File: src/rtl/fredkin_pkg.sv
// Shared defaults and sizing helpers for the inverse Fredkin gate block.
package fredkin_pkg;

    // Default width of each data lane (P/Q/R and A/B/C).
    localparam int DEF_WIDTH = 32;

    // Default width of the beat and error statistics counters.
    localparam int DEF_CNT_W = 16;

    // Number of bits needed to hold the ones count of three lanes of the
    // given width: the count ranges from 0 to 3*width inclusive.
    function automatic int sum_width(input int width);
        return $clog2(3 * width + 1);
    endfunction

endpackage

File: src/rtl/fredkin_popcount.sv
// Counts the ones across a packed group of three data lanes.
module fredkin_popcount
    import fredkin_pkg::*;
#(
    parameter int WIDTH = DEF_WIDTH,
    localparam int SUM_W = sum_width(WIDTH)
) (
    input  logic [3*WIDTH-1:0] bits,
    output logic [SUM_W-1:0]   sum
);

    // Plain adder chain over every bit; SUM_W is wide enough for the worst case.
    always_comb begin
        sum = '0;
        for (int i = 0; i < 3 * WIDTH; i++) begin
            sum = sum + SUM_W'(bits[i]);
        end
    end

endmodule

File: src/rtl/fredkin_inverse.sv
// Inverse Fredkin (controlled swap) recovery with a two-stage elastic
// pipeline, ones-conservation checking and delivery statistics.
//
// Stage 1 holds the recovered triple together with the ones count of the
// incoming P/Q/R. Stage 2 holds the triple again together with a flag that
// says whether the recovered triple still carries the same number of ones.
// A controlled swap never changes the ones count, so any difference means
// the beat was corrupted (on purpose via err_inject, or by a real fault).
module fredkin_inverse
    import fredkin_pkg::*;
#(
    parameter int WIDTH = DEF_WIDTH,
    parameter int CNT_W = DEF_CNT_W
) (
    input  logic             clk,
    input  logic             rst_n,
    input  logic             in_valid,
    output logic             in_ready,
    input  logic [WIDTH-1:0] P,
    input  logic [WIDTH-1:0] Q,
    input  logic [WIDTH-1:0] R,
    input  logic             err_inject,
    output logic             out_valid,
    input  logic             out_ready,
    output logic [WIDTH-1:0] A,
    output logic [WIDTH-1:0] B,
    output logic [WIDTH-1:0] C,
    output logic             cons_err,
    input  logic             clr,
    output logic [CNT_W-1:0] beat_count,
    output logic [CNT_W-1:0] err_count
);

    localparam int SUM_W = sum_width(WIDTH);

    // Stage 1 registers.
    logic             s1_valid;
    logic [WIDTH-1:0] s1_a;
    logic [WIDTH-1:0] s1_b;
    logic [WIDTH-1:0] s1_c;
    logic [SUM_W-1:0] s1_sum;

    // Stage 2 registers, which are also the output registers.
    logic             s2_valid;
    logic [WIDTH-1:0] s2_a;
    logic [WIDTH-1:0] s2_b;
    logic [WIDTH-1:0] s2_c;
    logic             s2_err;

    // Combinational recovery of the incoming beat.
    logic [WIDTH-1:0] rec_a;
    logic [WIDTH-1:0] rec_b;
    logic [WIDTH-1:0] rec_c;

    // Ones counts of the incoming triple and of the stage 1 recovered triple.
    logic [SUM_W-1:0] in_sum;
    logic [SUM_W-1:0] s1_rec_sum;

    // Pipeline advance controls and output handshake.
    logic             adv1;
    logic             adv2;
    logic             out_fire;

    // Stage 2 may move when it is empty or its beat is being taken; stage 1
    // may move when it is empty or stage 2 makes room. in_ready follows
    // stage 1, so out_ready reaches in_ready through plain logic.
    assign adv2     = !s2_valid || out_ready;
    assign adv1     = !s1_valid || adv2;
    assign in_ready = adv1;
    assign out_fire = s2_valid && out_ready;

    // Undo the controlled swap: where P is set, Q and R were exchanged.
    // err_inject deliberately breaks bit 0 of B so the checker can be exercised.
    always_comb begin
        rec_a    = P;
        rec_b    = (P & R) | (~P & Q);
        rec_c    = (P & Q) | (~P & R);
        rec_b[0] = rec_b[0] ^ err_inject;
    end

    fredkin_popcount #(
        .WIDTH (WIDTH)
    ) u_in_popcount (
        .bits ({P, Q, R}),
        .sum  (in_sum)
    );

    fredkin_popcount #(
        .WIDTH (WIDTH)
    ) u_s1_popcount (
        .bits ({s1_a, s1_b, s1_c}),
        .sum  (s1_rec_sum)
    );

    // Stage 1: capture the recovered beat and the ones count of its source.
    always_ff @(posedge clk or negedge rst_n) begin
        if (!rst_n) begin
            s1_valid <= 1'b0;
            s1_a     <= '0;
            s1_b     <= '0;
            s1_c     <= '0;
            s1_sum   <= '0;
        end else if (adv1) begin
            s1_valid <= in_valid;
            if (in_valid) begin
                s1_a   <= rec_a;
                s1_b   <= rec_b;
                s1_c   <= rec_c;
                s1_sum <= in_sum;
            end
        end
    end

    // Stage 2: forward the triple and flag a change in the ones count.
    always_ff @(posedge clk or negedge rst_n) begin
        if (!rst_n) begin
            s2_valid <= 1'b0;
            s2_a     <= '0;
            s2_b     <= '0;
            s2_c     <= '0;
            s2_err   <= 1'b0;
        end else if (adv2) begin
            s2_valid <= s1_valid;
            if (s1_valid) begin
                s2_a   <= s1_a;
                s2_b   <= s1_b;
                s2_c   <= s1_c;
                s2_err <= (s1_rec_sum != s1_sum);
            end
        end
    end

    // Delivery statistics: beat count wraps, error count sticks at all ones,
    // and a clear overrides any increment in the same cycle.
    always_ff @(posedge clk or negedge rst_n) begin
        if (!rst_n) begin
            beat_count <= '0;
            err_count  <= '0;
        end else if (clr) begin
            beat_count <= '0;
            err_count  <= '0;
        end else if (out_fire) begin
            beat_count <= beat_count + 1'b1;
            if (s2_err && (err_count != {CNT_W{1'b1}})) begin
                err_count <= err_count + 1'b1;
            end
        end
    end

    assign out_valid = s2_valid;
    assign A         = s2_a;
    assign B         = s2_b;
    assign C         = s2_c;
    assign cons_err  = s2_err;

endmodule

File: config.mk
export PLATFORM = sky130hd
export DESIGN_NAME = fredkin_inverse
export DESIGN_NICKNAME = d
export VERILOG_FILES = /design/src/rtl/fredkin_pkg.sv /design/src/rtl/fredkin_popcount.sv /design/src/rtl/fredkin_inverse.sv
export SDC_FILE = /design/constraint.sdc
export NUM_CORES = 1
export LEC_CHECK = 0
export BUFFER_PORTS_ARGS = -buffer_cell sky130_fd_sc_hd__buf_2
export CAP_MARGIN = 20
export CORE_MARGIN = 2
export CORE_UTILIZATION = 50
export DETAILED_ROUTE_END_ITERATION = 6
export GPL_ROUTABILITY_DRIVEN = 1
export HOLD_SLACK_MARGIN = 0.05
export PLACE_DENSITY = 0.72
export SLEW_MARGIN = 20
export SYNTH_ARGS = -nofsm -noshare
export SYNTH_HDL_FRONTEND = slang
export SYNTH_SLANG_ARGS = --single-unit
File: constraint.sdc
create_clock -name clk -period 19.5 [get_ports clk]
set_input_delay 0.975 -clock clk [delete_from_list [all_inputs] [get_ports clk]]
set_output_delay 0.975 -clock clk [all_outputs]
set_load 0.05 [all_outputs]
==> run_results.csv <==
group,metric,value,unit
finish,register_area,0.00586,sq mm
setup_path,r2r_slack,12.28,ns
cts,clkLatencyLatePin,0.55,ns
placement,gp_congestion,0.960,
detailed_routing,drc,0,
synthesis,seq_area_frac_synth,39.8,%
sta,fmax,139,MHz
global_routing,overflow,0,
sta,skew,0.0228,ns
floorplanning,die_area,0.0308,sq mm
setup_path,cp.arrival,7.65,ns
synthesis,ys_async_sr_fraction,100,%
global_routing,grt_max_degree,105,
detailed_routing,wl_met3,3860,um
detailed_routing,routed.top_layer,"met5",
finish,area_growth,16.4,%
floorplanning,initial_core_util,51.0,%
cts,cts_root_buffer,"clkbuf_16",
detailed_routing,vias,10600,
status,status,"completed",
finish,drive_above_1_share,18.6,%
floorplanning,die_y,175,um
sta,timing.final.hold_violations,0,
setup_path,crit_required,19.93,ns
setup_path,worst-path-buf-inv,5,
detailed_routing,drt-met1-wl,17500,um
finish,nFillCells,2485,
finish,mostFrequentLayoutCells,"296 x nand2_1, 263 x inv_1, 234 x dfrtp_1",
synthesis,synth_nets,1744,
sta,layout_min_cycle_time,7.22,ns
setup_path,slowest_stage,"fa_1",
sta,rsz0062_at_grt,"no",
cts,cts_hold_buf,0,
setup_path,cpLargestDelayFamily,"adder cells",
synthesis,syn_avg_cell_area,10.3,sq um
sta,finalWorstSetupSlack,12.28,ns
detailed_routing,drtIter0Drc,686,
sta,slew-limit-headroom,37.4,%
setup_path,crit_path_cell_trace,"ha_1 -> inv_1 -> fa_1 -> inv_1 -> fa_1 -> fa_1 -> fa_1 -> fa_1 -> fa_1 -> fa_1 -> inv_1 -> fa_1 -> fa_1 -> inv_1 -> fa_1 -> inv_1 -> fa_1 -> xnor2_1 -> nor3_1 -> nand4_1 -> o32a_1",
synthesis,ys.flop_type,"dfrtp_1",
synthesis,synthesis.area,0.0147,sq mm
sta,fin_crit_sh,37.0,%
global_routing,grt_use_total,26.4,%
cts,cts_tree,"done",
detailed_routing,drtPass1Iterations,5,
placement,hpwl,31900,um
cts,post_cts_buffers,0,
detailed_routing,wl_met2,17300,um
global_routing,grt_pass1_vias,10700,
setup_path,critPathKind,"register to register",
sta,fin_tns_setup,0,ns
synthesis,ys_ff_latch,234,
setup_path,max_stage_delay,0.59,ns
detailed_routing,wl_per_cell,19.4,um
setup_path,crit_path_end_kind,"register",
finish,final_nets,1964,
floorplanning,num_rows,62,
synthesis,ys_types,48,
placement,port-buffer-count,232,
sta,slew_violations,0,
floorplanning,pin_count,233,
cts,cts_resized,0,
cts,cts.sinks,234,
finish,final_common_cell,"nand2_1",
cts,numCtsBuffers,27,
global_routing,antenna_found_initial,10,
synthesis,synth_top_area_cell,"dfrtp_1",
cts,cts_max_path_buffers,3,
hold_path,hold_path_class,"input pin to asynchronous set/reset pin",
finish,multi_input_area,0.00767,sq mm
setup_path,start_kind,"register",
flow_run,maxCapViolCount,0,
detailed_routing,routed_wl,39900,um
synthesis,synth_top_area_share,39.8,%
sta,worst_pin_slew,0.939,ns
floorplanning,die_w,175,um
synthesis,yosysWarnings,0,
synthesis,synth_edf_count,0,
placement,post-place-ws,11.86,ns
setup_path,crit_path_max_fanout,3,
synthesis,synth_area_leaders,"dfrtp_1 40%, fa_1 23%, nand2_1 7.6%",
synthesis,synthCells,1432,
cts,clk_pin_slew_worst_paths,0.07,ns
floorplanning,coreArea,0.0289,sq mm
setup_path,cpMostUsedCell,"fa_1",
sta,setup_viol,0,
detailed_routing,ant_nets,0,
cts,htreeDepth,1,
global_routing,grt_pass1_wl,61100,um
detailed_routing,vias_per_cell,5.16,
## registers in the layout, indices dropped and copies added (netlist names), 7 cells and up
register,count
A,32
s1_a,32
beat_count,16
s1_b,32
B,32
C,32
s1_sum,7
s1_c,32
err_count,16
## layout make-up
| type | instances | share of cell area (%) |
|---|---|---|
| antenna | 6 | 0.0878 |
| clock buffer | 36 | 4.44 |
| clock inverter | 11 | 0.783 |
| inverter | 263 | 5.77 |
| multi-input combinational | 889 | 44.8 |
| sequential | 234 | 34.2 |
| tap | 384 | 2.81 |
| timing repair buffer | 237 | 7.06 |
## per-layer routing
metal | vias to the layer above | track usage (%)
li1 | 4861 | -
met3 | 69 | 6.86
met1 | 5248 | 39.1
met2 | 435 | 39.0
met4 | 8 | 7.23
met5 | - | 0
## final timing paths
check                                         start  cells past startpoint                       end
worst max register to register  s1_c[0]$_DFFE_PN0P_                     21      cons_err$_DFFE_PN0P_
worst min-delay path                          rst_n                      1  err_count[9]$_DFFE_PN0P_
min in group clk                  B[16]$_DFFE_PN0P_                      2         B[16]$_DFFE_PN0P_
worst max-delay path            s1_c[0]$_DFFE_PN0P_                     21      cons_err$_DFFE_PN0P_
worst min register to register    B[16]$_DFFE_PN0P_                      2         B[16]$_DFFE_PN0P_
max in group asynchronous                     rst_n                      2      s1_b[10]$_DFFE_PN0P_
## metrics by stage
step / hold WS, ns / instance area [sq um] / std cells / util (%)
6_report: 0.453 / 17100 / 2060 / 59.3
5_1_grt: 0.494 / 17100 / 2057 / 59.3
4_1_cts: 0.473 / 17100 / 2054 / 59.2
3_5_place_dp: 0.458 / 16200 / 2007 / 56.1
3_3_place_gp: 0.455 / 16200 / 2007 / 56.1
2_1_floorplan: 0.450 / 14700 / 1432 / -
## kinds of logic (layout without fill, tap and decap cells)
logic type                 after synthesis  count (layout)  synth area share (%)
and+or+nand+nor                        392             392                  11.2
buffers and inverters                  309             547                  8.12
DFF                                    234             234                  39.8
adders and majority gates              210             210                  26.5
AOI/OAI and AO/OA                      159             159                  5.83
muxes                                   85              85                  5.93
xor gates and xnor gates                43              43                  2.56
other                                    0               6                     0
## synth_stat cells, types with 4 or more instances
library cell	n
nor2_1	38
nand2_1	297
fa_1	170
xnor2_1	19
nand2b_1	4
nand3_1	6
nand4_1	13
mux2i_1	68
mux2_2	17
xor2_1	24
buf_2	15
buf_4	4
and3_1	5
ha_1	40
dfrtp_1	234
clkbuf_1	27
o21ai_0	132
a21oi_1	10
inv_1	263
## worst register-to-register path, stage by stage (launching register included)
cell and delay (ns):
dfrtp_1 0.40, ha_1 0.30, inv_1 0.16, fa_1 0.43, inv_1 0.09, fa_1 0.45, fa_1 0.56, fa_1 0.44
fa_1 0.59, fa_1 0.48, fa_1 0.53, inv_1 0.05, fa_1 0.45, fa_1 0.50, inv_1 0.05, fa_1 0.38
inv_1 0.08, fa_1 0.43, xnor2_1 0.14, nor3_1 0.14, nand4_1 0.13, o32a_1 0.35
Power is not shown: default switching activity piles up to over one toggle a cycle in this logic, so the estimate is an artifact.
